[src/rtl/ysyx_23060025_rd_arbiter.sv]
// ---------------------------------------------------------------------------
// ysyx_23060025_rd_arbiter
//
// Two-master to one-slave arbiter for the AXI-lite read channels (AR and R).
// Master 0 is the IFU instruction fetch port and master 1 is the LSU load
// port. Both share the single read port in front of the crossbar. Only one
// read is outstanding at a time. Write channels do not pass through here.
//
// A transaction walks IDLE -> ADDR -> DATA -> IDLE:
//   IDLE : pick a master (round-robin when both request). No AR is driven,
//          so arbitration costs exactly one cycle.
//   ADDR : granted master's AR channel is wired through to the slave.
//   DATA : slave R channel is wired through to the granted master.
// The grant is frozen from IDLE until the R handshake completes.
//
// Ports
//   clock, rstn               : clock, asynchronous active-low reset
//   m0_ar_* / m0_r_*          : IFU read address / read data channels
//   m1_ar_* / m1_r_*          : LSU read address / read data channels
//   s_ar_* / s_r_*            : shared slave read address / read data channels
// Parameters
//   DATA_LEN : read data width
//   ADDR_LEN : address width
// ---------------------------------------------------------------------------
module ysyx_23060025_rd_arbiter #(
  parameter int DATA_LEN = 32,
  parameter int ADDR_LEN = 32
) (
  input  logic                clock,
  input  logic                rstn,

  // Master 0 (IFU)
  input  logic [ADDR_LEN-1:0] m0_ar_addr_i,
  input  logic                m0_ar_valid_i,
  output logic                m0_ar_ready_o,
  input  logic [2:0]          m0_ar_size_i,
  output logic [DATA_LEN-1:0] m0_r_data_o,
  output logic [1:0]          m0_r_resp_o,
  output logic                m0_r_valid_o,
  input  logic                m0_r_ready_i,

  // Master 1 (LSU)
  input  logic [ADDR_LEN-1:0] m1_ar_addr_i,
  input  logic                m1_ar_valid_i,
  output logic                m1_ar_ready_o,
  input  logic [2:0]          m1_ar_size_i,
  output logic [DATA_LEN-1:0] m1_r_data_o,
  output logic [1:0]          m1_r_resp_o,
  output logic                m1_r_valid_o,
  input  logic                m1_r_ready_i,

  // Slave
  output logic [ADDR_LEN-1:0] s_ar_addr_o,
  output logic                s_ar_valid_o,
  input  logic                s_ar_ready_i,
  output logic [2:0]          s_ar_size_o,
  input  logic [DATA_LEN-1:0] s_r_data_i,
  input  logic [1:0]          s_r_resp_i,
  input  logic                s_r_valid_i,
  output logic                s_r_ready_o
);

  typedef enum logic [1:0] {
    IDLE = 2'b00,
    ADDR = 2'b01,
    DATA = 2'b11
  } state_e;

  state_e r_state;
  state_e w_state_nxt;
  logic   r_grant;       // 0 = m0 owns the slave, 1 = m1
  logic   r_last_grant;  // owner of the most recently completed read
  logic   w_grant_nxt;
  logic   w_r_done;      // R handshake completes this cycle

  // -------------------------------------------------------------------------
  // State register. Reset leaves last_grant=1 so m0 wins the first tie, and
  // drops any in-flight transaction: from IDLE nothing is forwarded.
  // -------------------------------------------------------------------------
  always_ff @(posedge clock or negedge rstn) begin
    if (!rstn) begin
      r_state      <= IDLE;
      r_grant      <= 1'b0;
      r_last_grant <= 1'b1;
    end else begin
      // NOTE: state is updated with non-blocking assignments so every register
      // samples the pre-edge values regardless of statement order.
      r_state <= w_state_nxt;
      r_grant <= w_grant_nxt;
      if (w_r_done) begin
        r_last_grant <= r_grant;
      end
    end
  end

  // -------------------------------------------------------------------------
  // Next state, grant decision and channel muxing.
  // -------------------------------------------------------------------------
  always_comb begin
    // NOTE: every output of this block is given a default first, so no path
    // through the case statement can leave one unassigned and infer a latch.
    w_state_nxt   = r_state;
    w_grant_nxt   = r_grant;
    w_r_done      = 1'b0;

    m0_ar_ready_o = 1'b0;
    m0_r_data_o   = '0;
    m0_r_resp_o   = 2'b00;
    m0_r_valid_o  = 1'b0;
    m1_ar_ready_o = 1'b0;
    m1_r_data_o   = '0;
    m1_r_resp_o   = 2'b00;
    m1_r_valid_o  = 1'b0;
    s_ar_addr_o   = '0;
    s_ar_valid_o  = 1'b0;
    s_ar_size_o   = 3'b000;
    s_r_ready_o   = 1'b0;

    unique case (r_state)
      IDLE: begin
        if (m0_ar_valid_i || m1_ar_valid_i) begin
          // On a tie the master that did not win last time goes next;
          // otherwise the lone requester wins.
          if (m0_ar_valid_i && m1_ar_valid_i) begin
            w_grant_nxt = ~r_last_grant;
          end else begin
            w_grant_nxt = m1_ar_valid_i;
          end
          w_state_nxt = ADDR;
        end
      end

      ADDR: begin
        if (r_grant) begin
          s_ar_valid_o  = m1_ar_valid_i;
          s_ar_addr_o   = m1_ar_addr_i;
          s_ar_size_o   = m1_ar_size_i;
          m1_ar_ready_o = s_ar_ready_i;
        end else begin
          s_ar_valid_o  = m0_ar_valid_i;
          s_ar_addr_o   = m0_ar_addr_i;
          s_ar_size_o   = m0_ar_size_i;
          m0_ar_ready_o = s_ar_ready_i;
        end
        // If the granted master withdraws its request we simply wait here;
        // the grant is never re-arbitrated mid-transaction.
        if (s_ar_valid_o && s_ar_ready_i) begin
          w_state_nxt = DATA;
        end
      end

      DATA: begin
        if (r_grant) begin
          m1_r_valid_o = s_r_valid_i;
          m1_r_data_o  = s_r_data_i;
          m1_r_resp_o  = s_r_resp_i;
          s_r_ready_o  = m1_r_ready_i;
        end else begin
          m0_r_valid_o = s_r_valid_i;
          m0_r_data_o  = s_r_data_i;
          m0_r_resp_o  = s_r_resp_i;
          s_r_ready_o  = m0_r_ready_i;
        end
        // Single-beat reads: one R handshake closes the transaction.
        if (s_r_valid_i && s_r_ready_o) begin
          w_r_done    = 1'b1;
          w_state_nxt = IDLE;
        end
      end

      default: begin
        w_state_nxt = IDLE;
      end
    endcase
  end

endmodule

[config.mk]
export PLATFORM = sky130hd
export DESIGN_NAME = ysyx_23060025_rd_arbiter
export DESIGN_NICKNAME = d
export VERILOG_FILES = /design/src/rtl/ysyx_23060025_rd_arbiter.sv
export SDC_FILE = /design/constraint.sdc
export NUM_CORES = 1
export LEC_CHECK = 0
export ABC_CLOCK_PERIOD_IN_PS = 1300
export CAP_MARGIN = 20
export CORE_ASPECT_RATIO = 0.9
export CORE_MARGIN = 2
export CORE_UTILIZATION = 20
export CTS_CLUSTER_DIAMETER = 60
export DETAILED_ROUTE_END_ITERATION = 10
export PLACE_DENSITY = 0.77
export SLEW_MARGIN = 20
export SYNTH_ARGS = -nofsm -noshare
export SYNTH_HDL_FRONTEND = slang
export SYNTH_SLANG_ARGS = --single-unit
[constraint.sdc]
create_clock -name clock -period 1.3 [get_ports clock]
set_input_delay 0.26 -clock clock [delete_from_list [all_inputs] [get_ports clock]]
set_output_delay 0.26 -clock clock [all_outputs]
set_load 0.01 [all_outputs]
Word-level counts from Yosys, hierarchy flattened
Index checks and enable logic that the tools add are counted.
{ "totals": {"ff_bits": 4} }
{ "op_classes": {"n_eq_ne": 5, "n_mux": 33, "n_bitwise": 1, "n_reduce_logical": 7} }
{ "op_table": {"columns": ["cell", "n"], "rows": [
  ["$mux 32", 6],
  ["$mux 1", 17],
  ["$mux 2", 7],
  ["$mux 3", 2],
  ["$ne 2x2->1 const B", 3],
  ["$pmux 2 s3", 1],
  ["$logic_and 1x1->1", 3],
  ["$reduce_and 3->1", 1],
  ["$eq 2x1->1 const B", 1],
  ["$eq 2x2->1 const B", 1],
  ["$logic_not 2->1", 1],
  ["$reduce_and 2->1", 1],
  ["$logic_or 1x1->1", 1],
  ["$not 1->1", 1]
]} }

Depth between registers and ports, before layout
Gate-level depths: netlist (run 1).
{ "logic_depth": {"word_depth": 5, "depth_mapped": 5, "depth_no_buf": 3} }

Worst setup path before layout (run 1)
OpenSTA, ideal clock, no wires.
{ "synth_timing": {"path_kind": "reg2out", "from": "reg r_grant", "to": "out m1_r_data_o[10]", "arrival_ps": 1076, "required_ps": 1040, "setup_slack_ps": -36, "path_stages_with_launch": 6, "n_path_buf": 3, "path_cell_list": "dfrtp_1 -> buf_6 -> and3_1 -> buf_6 -> buf_6 -> and2_1"} }
{ "synth_between": {"elab_chain_cells": 2} }
{ "synth_lines": {"columns": ["item", "line", "text"], "rows": [
  ["start, declared", "71", "logic r_grant;"],
  ["start signal, assigned", "89", "r_grant <= w_grant_nxt;"],
  ["$mux 32", "153", "if (r_grant) begin"],
  ["$mux 32", "119", "unique case (r_state)"],
  ["end, declared", "47", "output logic [DATA_LEN-1:0] m1_r_data_o,"]
]} }
No other way between the ends.

Worst setup path in the final report (run 1)
{ "layout_timing": {"from": "reg r_grant", "to": "out s_ar_addr_o[11]"} }
{ "layout_between": {"elab_chain_cells": 2} }
{ "layout_lines": {"columns": ["item", "line", "text"], "rows": [
  ["$mux 32", "134", "if (r_grant) begin"],
  ["$mux 32", "119", null],
  ["end, declared", "53", "output logic [ADDR_LEN-1:0] s_ar_addr_o,"]
]} }
No other way between the ends.

==> results of run 1 <==
[timing repair]
item / 4_1_cts / 5_1_grt
endpoints found under the hold margin: 0 / 0
setup buffers: 15 / 4
cloned: 9 / 12
pin swaps: 16 / 68
setup endpoints to repair: 109 / 112
resized for setup: 510 / 185
[cells in the final DEF, fill, tap and decap left out, types with 2 or more instances in the layout]
cell	instances
nor2_2	4
and2_1	18
buf_4	11
mux2i_4	25
and2_4	51
clkdlybuf4s50_1	111
dfrtp_1	2
o21ai_1	2
mux2i_1	6
nor2_1	7
nor2_4	31
mux2i_2	6
nand2_2	2
and3_4	2
buf_2	28
clkbuf_8	3
buf_16	7
clkbuf_16	10
buf_12	7
buf_6	92
[power by group through the flow]
| stage | Sequential [uW] | Clock [uW] | Combinational, uW |
|---|---|---|---|
| after floorplan | 213 | 0 | 2750 |
| after global placement | 251 | 0 | 5390 |
| after detailed placement | 252 | 0 | 5450 |
| after CTS | 228 | 285 | 6440 |
| after global routing | 249 | 317 | 9950 |
| final | 243 | 304 | 9520 |
[through the flow]
stage | std cells | cell area (um2)
2_1_floorplan | 187 | 1393
3_3_place_gp | 489 | 3706
3_5_place_dp | 489 | 3706
4_1_cts | 517 | 3930
5_1_grt | 527 | 5030
6_report | 527 | 5030
[worst max-delay path, delay by kind of cell (launching register included)]
kind,cells,cell delay (ns)
buffers and inverters,3,0.51
DFF,1,0.40
muxes,1,0.30
and+or+nand+nor,1,0.08
[logic make-up after synthesis]
logic type | count (synthesis)
buffers and inverters | 18
and+or+nand+nor | 122
DFF | 4
muxes | 37
AOI/OAI and AO/OA | 6
[synthesized netlist by cell type]
library cell / instances
nand2b_1: 1
buf_6: 5
dfstp_2: 1
a32o_1: 1
nand4_1: 1
and3_1: 2
buf_4: 8
buf_2: 3
inv_1: 1
mux2i_1: 37
and2_1: 69
nor3_1: 2
o21ai_0: 2
a21oi_1: 1
nor2_4: 1
nor2b_1: 1
nand2_1: 3
a41oi_1: 1
dfrtp_1: 3
nor2_1: 41
nand2_2: 1
clkbuf_4: 1
o22ai_1: 1
[state kept, by name (all words and copies together) (netlist names)]
register      count
r_grant           1
r_state           2
r_last_grant      1
[cell type report]
cell class	count	area (um2)
Sequential cell	4	102.6
Multi-Input combinational cell	165	1817
Clock buffer	4	45.04
Timing Repair Buffer	266	2953
Tap cell	87	108.9
Fill cell	395	1186
Inverter	1	3.754
[routing by layer]
layer | vias up | GRT usage | routed length (um)
met5 | - | 0 | 0
met4 | 0 | 0.007463 | 189
met3 | 16 | 0.06606 | 890
met2 | 135 | 0.4385 | 5950
met1 | 1102 | 0.2017 | 3058
li1 | 1124 | - | -
[worst min path at each step]
stage | slack, ns | startpoint | cells after the start | end
floorplan | -0.04 | rstn | 0 | r_grant
global placement | 0.48 | rstn | 1 | r_state[0]
detailed placement | 0.48 | rstn | 1 | r_state[0]
CTS | 0.25 | rstn | 1 | r_state[1]
global route | 0.25 | rstn | 1 | r_state[1]
finish | 0.24 | rstn | 1 | r_state[1]
==> results.sh, run 1 <==
export IMPL_power_share_clock=0.030
export IMPL_cts_htree_levels=1
export IMPL_viasPerCell=4.510
export IMPL_drt_first_pass_iters=4
export IMPL_grt_pass1_wl_mm=11.63
export IMPL_first_iter_violations=34
export IMPL_die_w_um=89.31
export IMPL_r2r_start="r_state[1]"
export IMPL_violations="negative setup slack"
export IMPL_endpoint_kind="output port"
export IMPL_start_util=0.2107
export IMPL_r2r_end="r_grant"
export IMPL_synth_adder_area_share=0
export IMPL_grt_usage=0.2079
export IMPL_synth_compound_area_frac=0.03056
export IMPL_antenna_cells=0
export IMPL_holdWs_ns=0.2439
export IMPL_tns_ns=-40.95
export IMPL_grt_max_degree=19
export IMPL_postCtsHoldBufs=0
export IMPL_clk_pin_slew_ns=0.04
export IMPL_slew_headroom=0.8164
export IMPL_synthSimpleGateAreaFrac=0.5005
export IMPL_drv_cap=0
export IMPL_finalHoldViolCount=0
export IMPL_synth_top_area_frac=0.3295
export IMPL_crit_slowest_cell="dfrtp_2"
export IMPL_clock_sink_count=4
export IMPL_tightest_slew_ns=0.2677
export IMPL_cp_cell_sequence="buf_4, buf_12, mux2i_1, nor2_2, buf_2"
export IMPL_setup_viol=111
export IMPL_power_frac_seq=0.024
export IMPL_critical_path_required_ns=1.04
export IMPL_clock_skew_final_ns=0.006020
export IMPL_max_freq_mhz=557.4
export IMPL_synth_area_leader_cell="and2_1"
export IMPL_nets=553
export IMPL_slew_violations=0
export IMPL_leakagePower_uw=0.002153
export IMPL_power_internal_uw=5966
export IMPL_outcome="finished, violations left"
export IMPL_totalWireLength_mm=10.09
export IMPL_syn_inst=187
export IMPL_areaGrowthSynthToFinish_pct=284.0
export IMPL_synth_xor_xnor_area_share=0
export IMPL_ys_seq_elements=4
export IMPL_start_kind="register"
export IMPL_synth_area_per_cell_um2=7.005
export IMPL_place_gp_congestion=0.8545
export IMPL_vdd_drop_max_uv=1313
export IMPL_drive_gt1_frac=0.6500
export IMPL_synth_cell_types=23
export IMPL_port_buffers=220
export IMPL_io_pins=221
export IMPL_antenna_found_initial=0
export IMPL_yosys_mux_area_fraction=0.2827
export IMPL_crit_path_end="s_ar_addr_o[11]"
export IMPL_cts_inserted_buffers=3
export IMPL_final_period_utilization=1.380
export IMPL_std_cell_rows=27
export IMPL_grt_ovfl_total=0
export IMPL_hpwl_mm=5.737
export IMPL_swShare=0.4076
export IMPL_finalCriticalPeriod_ns=1.794
export IMPL_ant_nets=0
export IMPL_hold_class="in2async"
export IMPL_cp_arrival_ns=1.53
export IMPL_seq_area_frac_synth=0.07736
export IMPL_layout_setup_ws_ns=-0.4940
export IMPL_critPathMaxFanout=5
export IMPL_final_core_util=0.8092
export IMPL_post_place_ws_ns=-0.5352
export IMPL_slowest_delay_ns=0.40
export IMPL_rr_worst_depth=7
export IMPL_power_density_mw_per_mm2=2002
export IMPL_rsz0062_at_grt="yes"
export IMPL_clkLatencyLatePin_ns=0.23
export IMPL_drc=0
export IMPL_wl_per_cell_um=19.14
export IMPL_critPathKind="reg2out"
export IMPL_die_h_um=80.78
export IMPL_yosysWarnings=0
export IMPL_grt_pass1_vias=2205
export IMPL_cts_root_buf="clkbuf_8"
export IMPL_cts_tree="done"
export IMPL_synth_top_family_by_area="simple AND/OR/NAND/NOR gates"
export IMPL_die_area_mm2=0.007214
export IMPL_synth_area_leaders="and2_1 (33%), mux2i_1 (28%), nor2_1 (12%)"
export IMPL_setup_worst_path_start="r_grant"
export IMPL_vias=2377
export IMPL_reg2reg_slack_ns=-0.10
export IMPL_p_total_uw=10070
export IMPL_synth_area_mm2=0.001310
export IMPL_synth_fp_nets=299
export IMPL_p_sw_uw=4105
export IMPL_coreArea_mm2=0.006216
export IMPL_pwr_share_comb=0.946
export IMPL_clockBufferDepth=2
No activity file was read; power rests on OpenSTA's default activity.
==> inputs of run 2 (changes only) <==
- CORE_ASPECT_RATIO: 0.9 -> default
==> run 2 against run 1 <==
Compared with the run above: the run still ends with negative setup slack left; combinational power decreased by 2.1%; critical path depth increased by 2; clock skew decreased by 0.0023 ns; via count increased by 0.72%; sequential cell count unchanged; sequential power increased by 12%; worst setup slack got worse by 0.017 ns; clock-buffer cell count unchanged; sequential share of layout area increased by 0.051 points; cell area decreased by 1.2%; highest routed layer unchanged.
==> results.sh, run 2 (synthesized netlist as in run 1, its figures left out) <==
export IMPL_p_total_uw=9875
export IMPL_clockBufferDepth=2
export IMPL_die_area_mm2=0.007213
export IMPL_holdWs_ns=0.2411
export IMPL_outcome="finished, violations left"
export IMPL_die_h_um=84.93
export IMPL_critical_path_required_ns=1.04
export IMPL_critPathMaxFanout=7
export IMPL_slew_headroom=0.8074
export IMPL_violations="negative setup slack"
export IMPL_seq_area_um2=103.9
export IMPL_drc=0
export IMPL_hpwl_mm=5.725
export IMPL_grt_usage=0.2087
export IMPL_vdd_drop_max_uv=1276
export IMPL_coreArea_mm2=0.006350
export IMPL_final_core_util=0.7823
export IMPL_cp_cell_sequence="buf_6, buf_6, nand2b_4, buf_16, buf_8, nor2_2, buf_2"
export IMPL_antenna_found_initial=0
export IMPL_clk_pin_slew_ns=0.04
export IMPL_rsz0062_at_grt="yes"
export IMPL_cp_arrival_ns=1.55
export IMPL_largestRegisters="r_state x2, r_grant x1, r_last_grant x1"
export IMPL_final_cell_mix="clkdlybuf4s50_1 (111), buf_6 (107), and2_4 (60), nor2_4 (31), buf_2 (18)"
export IMPL_finalHoldViolCount=0
export IMPL_grt_max_degree=19
export IMPL_clkLatencyLatePin_ns=0.22
export IMPL_drt_first_pass_iters=4
export IMPL_cts_htree_levels=1
export IMPL_die_w_um=84.93
export IMPL_port_buffers=220
export IMPL_wl_per_cell_um=18.93
export IMPL_grt_pass1_wl_mm=11.96
export IMPL_dpl_cell_area_mm2=0.003739
export IMPL_cts_inserted_buffers=3
export IMPL_max_freq_mhz=552.1
export IMPL_vias=2394
export IMPL_viasPerCell=4.622
export IMPL_postCtsHoldBufs=0
export IMPL_setup_viol=112
export IMPL_crit_slowest_cell="dfrtp_1"
export IMPL_final_common_cell="clkdlybuf4s50_1"
export IMPL_antenna_cells=0
export IMPL_endpoint_kind="output port"
export IMPL_crit_top_cell="buf_6"
export IMPL_areaGrowthSynthToFinish_pct=279.2
export IMPL_totalWireLength_mm=9.807
export IMPL_start_kind="register"
export IMPL_finalCriticalPeriod_ns=1.811
export IMPL_std_cell_rows=29
export IMPL_n_fill_cell=367
export IMPL_layout_setup_ws_ns=-0.5112
export IMPL_tightest_slew_ns=0.2809
export IMPL_cts_root_buf="clkbuf_8"
export IMPL_grt_pass1_vias=2320
export IMPL_final_period_utilization=1.393
export IMPL_cts_tree="done"
export IMPL_critPathKind="reg2out"
export IMPL_slew_violations=0
export IMPL_largest_reg_flops=2
export IMPL_power_density_mw_per_mm2=1988
export IMPL_leakagePower_uw=0.002168
export IMPL_drive_gt1_frac=0.6644
export IMPL_tns_ns=-46.45
export IMPL_io_pins=221
export IMPL_start_util=0.2063
export IMPL_top_register="r_state"
export IMPL_drv_cap=0
export IMPL_place_gp_congestion=0.7606
export IMPL_stdcell_area_mm2=0.004967
export IMPL_slowest_delay_ns=0.42
export IMPL_first_iter_violations=53
export IMPL_grt_ovfl_total=0
export IMPL_clock_skew_final_ns=0.003693
export IMPL_clock_sink_count=4
export IMPL_multi_input_area_mm2=0.001712
export IMPL_nets=554
export IMPL_ant_nets=0
export IMPL_hold_class="in2async"
## run 2: cell type report
| class | instances | area share |
|---|---|---|
| Multi-Input combinational cell | 165 | 0.3446 |
| Clock buffer | 4 | 0.009068 |
| Tap cell | 77 | 0.01940 |
| Inverter | 1 | 0.0007557 |
| Sequential cell | 4 | 0.02091 |
| Timing Repair Buffer | 267 | 0.6053 |
## run 2: through the flow
stage	std cells	worst slack (ns)
after floorplan	187	-0.02694
after global placement	485	-0.5370
after detailed placement	485	-0.5554
after CTS	509	-0.4583
after global routing	518	-0.5560
final	518	-0.5112
## run 2: power by group
group / total [uW] / leakage, uW / switching (uW) / internal (uW)
sequential: 272 / 0.0000420 / 86.2 / 185
clock: 286 / 0.0000228 / 75.4 / 210
combinational: 9320 / 0.00210 / 3840 / 5480
## run 2: layer usage
metal / track usage / vias up / wire length (um) / share of wire
met5: 0 / - / 0 / 0
met4: 0.05916 / 0 / 408 / 0.042
met3: 0.06226 / 26 / 786 / 0.080
met2: 0.4216 / 153 / 5475 / 0.56
met1: 0.2007 / 1095 / 3137 / 0.32
li1: - / 1120 / - / -
## run 2: what timing repair did
item / CTS / global route
cloned: 8 / 10
buffers inserted: 12 / 6
resized for setup: 501 / 209
pin swaps: 20 / 61
endpoints found under the setup margin: 110 / 112
## run 2: worst paths after layout
kind	startpoint	end	slack, ns	cells after the start
setup reg to reg	r_grant	r_state[0]	-0.04	6
min in group clock	r_last_grant	r_last_grant	0.59	2
hold reg to reg	r_last_grant	r_last_grant	0.59	2
hold / removal	rstn	r_state[0]	0.24	1
max in group asynchronous	rstn	r_last_grant	0.82	1
setup / recovery	r_state[0]	s_ar_addr_o[24]	-0.51	7
## run 2: worst max-delay path: cells and delay by family (launching register included)
kind | cells | cell delay, ns
buffers and inverters | 5 | 0.67
flip-flops | 1 | 0.42
AND/OR/NAND/NOR | 2 | 0.22
